==> src/rtl/instr_realigner_pkg.sv <==
// Shared types and helpers for the RVC fetch realigner and its consumers.
package instr_realigner_pkg;

   // Low two bits of an uncompressed (32-bit or wider) RISC-V encoding
   localparam logic [1:0] RVC_UNCOMPR = 2'b11;

   // Depth of the halfword queue: one leftover halfword plus one full fetch word
   localparam int HW_DEPTH = 3;

   // One buffered halfword and the fetch fault flag of the word it came from
   typedef struct packed {
      logic [15:0] hw;
      logic        err;
   } halfword_t;

   // Realigner run state; HALT is entered after a faulting instruction is handed off
   typedef enum logic {
      ST_RUN  = 1'b0,
      ST_HALT = 1'b1
   } rstate_t;

   // A halfword starts a compressed instruction unless its low bits are 2'b11
   function automatic logic is_compr(input logic [15:0] hw);
      return hw[1:0] != RVC_UNCOMPR;
   endfunction

endpackage

==> src/rtl/instr_hw_fifo.sv <==
// Three-entry shifting halfword queue.
// Entry 0 is always the oldest halfword; a pop of one or two entries shifts the
// survivors to the front and any pushed halfwords land directly behind them in
// the same cycle. Callers guarantee no overflow and no underflow.
module instr_hw_fifo
   import instr_realigner_pkg::*;
(
   input  logic       clk,
   input  logic       rst_n,
   input  logic       clear,
   input  logic [1:0] pop_n,
   input  logic [1:0] push_n,
   input  halfword_t  push_lo,
   input  halfword_t  push_hi,
   output halfword_t  head0,
   output halfword_t  head1,
   output logic [1:0] count
);

   halfword_t [HW_DEPTH-1:0] entries;
   halfword_t [HW_DEPTH-1:0] next_entries;
   logic [1:0]               remain;
   logic [1:0]               next_count;

   // Bounded read of a queue slot; any out-of-range index falls on the last slot
   function automatic halfword_t pick(input halfword_t [HW_DEPTH-1:0] arr,
                                      input logic [1:0] idx);
      case (idx)
         2'd0:    return arr[0];
         2'd1:    return arr[1];
         default: return arr[2];
      endcase
   endfunction

   // Build the next queue image: survivors shifted forward, then the pushed halfwords
   always_comb begin
      remain       = count - pop_n;
      next_count   = remain + push_n;
      next_entries = entries;
      for (int i = 0; i < HW_DEPTH; i++) begin
         if (2'(i) < remain) begin
            next_entries[i] = pick(entries, 2'(i) + pop_n);
         end else if ((2'(i) == remain) && (push_n != 2'd0)) begin
            next_entries[i] = push_lo;
         end else if ((2'(i) == remain + 2'd1) && (push_n == 2'd2)) begin
            next_entries[i] = push_hi;
         end
      end
   end

   // Register the queue; a redirect empties it without touching the data slots
   always_ff @(posedge clk) begin
      if (!rst_n) begin
         count   <= 2'd0;
         entries <= '0;
      end else if (clear) begin
         count   <= 2'd0;
      end else begin
         count   <= next_count;
         entries <= next_entries;
      end
   end

   assign head0 = entries[0];
   assign head1 = entries[1];

endmodule

==> src/rtl/instr_realigner.sv <==
// Fetch-side RVC realigner.
// Splits word-aligned fetch words into halfwords, reassembles 16/32-bit
// instructions (including ones straddling a word boundary) and hands one raw
// instruction per handshake, with its PC, to the decode side. Redirects may
// target the upper halfword of a word; fetch faults stop the stream until the
// next redirect.
module instr_realigner
   import instr_realigner_pkg::*;
#(
   parameter int PC_W = 64
) (
   input  logic            i_clk,
   input  logic            i_rst_n,
   input  logic            i_flush,
   input  logic [PC_W-1:0] i_flush_pc,
   input  logic            i_fetch_valid,
   output logic            o_fetch_ready,
   input  logic [31:0]     i_fetch_data,
   input  logic [PC_W-1:0] i_fetch_pc,
   input  logic            i_fetch_err,
   output logic            o_instr_valid,
   input  logic            i_instr_ready,
   output logic [31:0]     o_instr,
   output logic [PC_W-1:0] o_instr_pc,
   output logic            o_instr_is_compr,
   output logic            o_instr_err
);

   rstate_t         state;
   logic            skip;
   logic [PC_W-1:0] head_pc;

   halfword_t       head0;
   halfword_t       head1;
   logic [1:0]      count;

   logic            run_ok;
   logic            compressed;
   logic            fetch_fire;
   logic            instr_fire;
   logic [1:0]      pop_n;
   logic [1:0]      push_n;
   halfword_t       push_lo;
   halfword_t       push_hi;

   instr_hw_fifo u_fifo (
      .clk     (i_clk),
      .rst_n   (i_rst_n),
      .clear   (i_flush),
      .pop_n   (pop_n),
      .push_n  (push_n),
      .push_lo (push_lo),
      .push_hi (push_hi),
      .head0   (head0),
      .head1   (head1),
      .count   (count)
   );

   // Both handshakes are suppressed while in reset, halted or redirecting
   assign run_ok     = i_rst_n && (state == ST_RUN) && !i_flush;
   assign compressed = is_compr(head0.hw);

   // Accept a word only when a full word of space is guaranteed, independent of the consumer
   assign o_fetch_ready = run_ok && (count <= 2'd1);

   // A faulting head is offered alone so the fault surfaces even without its second half
   assign o_instr_valid = run_ok && (count != 2'd0) &&
                          (compressed || head0.err || (count >= 2'd2));

   assign fetch_fire = o_fetch_ready && i_fetch_valid;
   assign instr_fire = o_instr_valid && i_instr_ready;

   assign o_instr          = compressed ? {16'b0, head0.hw} : {head1.hw, head0.hw};
   assign o_instr_pc       = head_pc;
   assign o_instr_is_compr = compressed;
   assign o_instr_err      = head0.err || (!compressed && (count >= 2'd2) && head1.err);

   // Decide how many halfwords leave and enter the queue this cycle
   always_comb begin
      pop_n       = 2'd0;
      push_n      = 2'd0;
      push_lo.hw  = skip ? i_fetch_data[31:16] : i_fetch_data[15:0];
      push_lo.err = i_fetch_err;
      push_hi.hw  = i_fetch_data[31:16];
      push_hi.err = i_fetch_err;
      if (instr_fire) begin
         if (compressed || (head0.err && (count == 2'd1))) begin
            pop_n = 2'd1;
         end else begin
            pop_n = 2'd2;
         end
      end
      if (fetch_fire) begin
         push_n = skip ? 2'd1 : 2'd2;
      end
   end

   // Run/halt control and the pending upper-halfword skip after a redirect
   always_ff @(posedge i_clk) begin
      if (!i_rst_n) begin
         state <= ST_RUN;
         skip  <= 1'b0;
      end else if (i_flush) begin
         state <= ST_RUN;
         skip  <= i_flush_pc[1];
      end else begin
         if (fetch_fire) begin
            skip <= 1'b0;
         end
         if (instr_fire && o_instr_err) begin
            state <= ST_HALT;
         end
      end
   end

   // Track the PC of the oldest buffered halfword; a push into an empty queue reloads it
   always_ff @(posedge i_clk) begin
      if (!i_rst_n) begin
         head_pc <= '0;
      end else if (i_flush) begin
         head_pc <= i_flush_pc;
      end else if (fetch_fire && (count == pop_n)) begin
         head_pc <= skip ? (i_fetch_pc + PC_W'(2)) : i_fetch_pc;
      end else if (instr_fire) begin
         head_pc <= head_pc + ((pop_n == 2'd1) ? PC_W'(2) : PC_W'(4));
      end
   end

endmodule

==> config.mk <==
export PLATFORM = sky130hd
export DESIGN_NAME = instr_realigner
export DESIGN_NICKNAME = d
export VERILOG_FILES = /design/src/rtl/instr_realigner_pkg.sv /design/src/rtl/instr_hw_fifo.sv /design/src/rtl/instr_realigner.sv
export SDC_FILE = /design/constraint.sdc
export NUM_CORES = 1
export LEC_CHECK = 0
export ABC_CLOCK_PERIOD_IN_PS = 5500
export BUFFER_PORTS_ARGS = -buffer_cell sky130_fd_sc_hd__buf_2
export CAP_MARGIN = 10
export CORE_ASPECT_RATIO = 1.75
export CORE_MARGIN = 2
export CORE_UTILIZATION = 40
export CTS_BUF_LIST = sky130_fd_sc_hd__clkbuf_4 sky130_fd_sc_hd__clkbuf_8
export CTS_CLUSTER_SIZE = 25
export DETAILED_ROUTE_END_ITERATION = 8
export HOLD_SLACK_MARGIN = 0.02
export PLACE_DENSITY = 0.76
export SLEW_MARGIN = 30
export SYNTH_ARGS = -nofsm -noshare
export SYNTH_HDL_FRONTEND = slang
export SYNTH_SLANG_ARGS = --single-unit
==> constraint.sdc <==
create_clock -name i_clk -period 5.5 [get_ports i_clk]
set_input_delay 0.825 -clock i_clk [delete_from_list [all_inputs] [get_ports i_clk]]
set_output_delay 0.825 -clock i_clk [all_outputs]
set_load 0.005 [all_outputs]
==> impl_metrics.py <==
metrics = {
    "global_route": {
        "overflow": 0,
        "antenna_found_initial": 0,
        "grt_pass1_wl_mm": 57.2,
        "first_global_vias": 10500,
        "grt_max_degree": 91,
        "grt_usage_pct": 29.8,
    },
    "detailed_routing": {
        "drc": 0,
        "drt.antenna.violating_nets": 0,
        "via_per_inst": 6.23,
        "num_vias": 11200,
        "drt-total-wl_mm": 37.9,
        "dr.pass1.iters": 5,
        "wire_per_inst_um": 21.1,
        "drt-initial-drc-count": 1044,
    },
    "floorplanning": {
        "die_h_um": 206,
        "initial_core_util_pct": 40.8,
        "core_um2": 22800,
        "die_area_um2": 24600,
        "rows": 73,
        "ios": 266,
        "dieWidth_um": 119,
    },
    "yosys": {
        "synth_nets": 1459,
        "yosysSeqAreaShare_pct": 25.6,
        "yosys_register_bits": 119,
        "synth_area_per_cell_um2": 7.24,
        "synthFlopType": "dfxtp_1",
        "syn_inst": 1287,
        "synth_edf_count": 0,
        "synth_compound_area_share_pct": 23.2,
        "synth_adder_area_share_pct": 0.886,
        "synthSimpleGateAreaFrac_pct": 29.9,
        "muxShareOfSynthArea_pct": 5.09,
        "yosysWarnings": 0,
        "synth_xor_area_share_pct": 9.30,
        "synth_top_family_by_area": "simple AND/OR/NAND/NOR gates",
        "syn_area_um2": 9320,
        "async_reset_ff_share_pct": 0,
        "synthDistinctLibCells": 73,
    },
    "timing": {
        "fin_skew_ns": 0.0186,
        "fin_hold_ws_ns": 0.471,
        "worst_slew_pin_slew_ns": 1.08,
        "finalMaxSlewViolations": 0,
        "fin_crit_ns": 4.35,
        "rsz0062_at_grt": "no",
        "finalHoldViolations": 0,
        "fin_tns_setup_ns": 0,
        "clock.fmax_mhz": 230,
        "finalCritPeriodShare_pct": 79.1,
        "slew_headroom_pct": 27.4,
        "setup_viol": 0,
    },
    "worst_setup_path": {
        "cp_top_family": "simple AND/OR/NAND/NOR gates",
        "required_ns": 5.86,
        "cpMaxStageDelayCell": "dfxtp_1",
        "critical_path_class": "flip-flop to flip-flop",
        "end_kind": "flip-flop",
        "cp_cell_sequence": "nand2_1 -> a21oi_1 -> a211oi_4 -> ha_1 -> nor4bb_1 -> nor2b_4 -> buf_4 -> a31oi_1 -> o22ai_2 -> buf_4 -> mux2i_1 -> nor2b_1",
        "regToRegSetupSlack_ns": 1.15,
        "path_buf_inv": 2,
        "crit_path_max_incr_delay_ns": 0.84,
        "crit_top_cell": "buf_4",
        "startpoint_type": "flip-flop",
        "cp_max_fo": 52,
        "critPathArrivalTime_ns": 4.71,
    },
    "clock_tree": {
        "cts.clk_slew.worst_paths_ns": 0.08,
        "tritoncts": "done",
        "cts-buffers-inserted": 17,
        "clkSinkCount": 119,
        "hold_buffers": 0,
        "insertion_delay_ns": 0.48,
        "cts-resized-gates": 0,
        "h-tree-depth": 4,
        "postCtsSetupRepairBufs": 0,
        "clockBufferDepth": 2,
        "cts_root_buffer": "clkbuf_8",
    },
    "placement": {
        "numPortBuffers": 265,
        "dp_hpwl_mm": 28.4,
        "place.gp.congestion": 1.01,
    },
    "power": {
        "p_leak_uw": 0.00466,
        "cellPowerDensity_nw_per_um2": 214,
        "ir_worst_vdd_mv": 0.141,
    },
    "layout": {
        "area_growth_pct": 20.0,
        "nFillCells": 2408,
        "regArea_um2": 2380,
        "multi_input_area_um2": 6440,
        "drive_gt1_share_pct": 23.0,
        "nets": 1655,
        "diodes": 0,
    },
    "hold_path": {
        "hp-class": "flip-flop to flip-flop",
    },
    "run_status": {
        "status": "finished, final reports clean",
    },
    "flow_run": {
        "cap_violations": 0,
    },
}
==> layout make-up <==
class,instances,share of cell area [%]
clock buffer,18,2.21
multi-input combinational,1037,57.5
tap,300,3.36
sequential,119,21.3
timing repair buffer,286,13.3
clock inverter,14,1.54
inverter,22,0.738
==> flip-flops by register name, summed over array words and instances (netlist names) <==
| register | count |
|---|---|
| o_instr_pc | 64 |
| state | 1 |
| u_fifo.head0 | 17 |
| u_fifo.count | 2 |
| u_fifo.entries | 17 |
| skip | 1 |
| u_fifo.head1 | 17 |
==> where the power goes <==
part / internal, uW / switching, uW
Clock: 461 / 416
Combinational: 215 / 285
Sequential: 925 / 95.0
Total: 1600 / 796
==> Yosys cell counts (4+ instances only) <==
library cell	instances	area [um2]
nand3_1	110	551
a211oi_1	8	60.1
a31oi_1	5	31.3
a32oi_1	5	43.8
o221ai_1	14	123
dfxtp_1	119	2380
a221o_1	5	50.1
a221oi_1	8	70.1
o211ai_1	24	180
nand3b_1	4	30.0
xnor2_1	53	464
o2bb2ai_1	4	35.0
and3_1	37	231
nor3_1	27	135
a22o_1	17	149
nor2_1	52	195
o31ai_1	7	52.6
o211a_1	7	70.1
mux2i_1	44	440
a21o_1	7	52.6
buf_4	16	120
or4_1	6	45.0
nor4_1	19	119
o21ai_0	125	626
inv_1	21	78.8
or3_1	5	31.3
xor2_1	46	403
nor2b_1	9	56.3
buf_2	5	25.0
clkbuf_1	74	278
ha_1	5	62.6
or2_2	5	31.3
nand4_1	40	250
buf_1	13	48.8
and2_1	13	81.3
o22ai_1	6	37.5
a21oi_1	64	320
nand2_1	185	694
and4_1	19	166
a21boi_0	4	30.0
==> logic make-up after synthesis <==
logic type / after synthesis
AND/OR/NAND/NOR: 548
adder cells (fa/ha/maj): 6
multiplexers: 47
flip-flops: 119
AO/OA/AOI/OAI: 337
buffers and inverters: 131
XOR/XNOR: 99
==> routing by layer <==
metal / part of all wire (%) / routed length, um / vias to the layer above / global-route usage [%]
met5: 0 / 0 / - / 0
met3: 7.8 / 2950 / 173 / 4.91
met2: 50 / 19100 / 700 / 53.8
met4: 7.5 / 2850 / 0 / 21.8
met1: 34 / 13000 / 5211 / 31.0
li1: - / - / 5108 / -
==> through the flow <==
step | setup slack, ns | power [uW] | cell area, um2 | util (%) | cells
2_1_floorplan | 0.992 | 1280 | 9320 | - | 1287
3_3_place_gp | 0.968 | 1520 | 10700 | 47.0 | 1763
3_5_place_dp | 0.946 | 1530 | 10800 | 47.2 | 1764
4_1_cts | 1.22 | 2390 | 11200 | 49.0 | 1796
5_1_grt | 0.862 | 2480 | 11200 | 49.0 | 1796
6_report | 1.15 | 2400 | 11200 | 49.0 | 1796
==> cell usage in the layout, fill, tap and decap left out, drive strengths merged, types with 18 or more instances in the layout <==
| cell type | count |
|---|---|
| dfxtp | 119 |
| nand2 | 185 |
| nand4 | 41 |
| nor3 | 27 |
| nand3 | 110 |
| mux2i | 44 |
| o21ai | 127 |
| xor2 | 46 |
| and3 | 37 |
| and4 | 19 |
| nor4 | 21 |
| nor2 | 53 |
| a21oi | 64 |
| o211ai | 24 |
| inv | 23 |
| clkbuf | 18 |
| xnor2 | 53 |
| buf | 286 |
==> worst reg2reg max path, cell delays in order (launching register included) <==
cell and delay, ns:
dfxtp_1 0.84, nand2_1 0.32, a21oi_1 0.35, a211oi_4 0.07
ha_1 0.31, nor4bb_1 0.67, nor2b_4 0.29, buf_4 0.51
a31oi_1 0.11, o22ai_2 0.14, buf_4 0.36, mux2i_1 0.24
nor2b_1 0.06
==> worst paths after layout <==
check,to,start,depth (start not counted)
worst max register to register,u_fifo.head0[1],u_fifo.head0[1],12
worst min register to register,u_fifo.head0[9],u_fifo.head0[9],2
worst min-delay path,u_fifo.head0[9],u_fifo.head0[9],2
worst max-delay path,u_fifo.head0[1],u_fifo.head0[1],12
(Power assumes the default switching activity.)
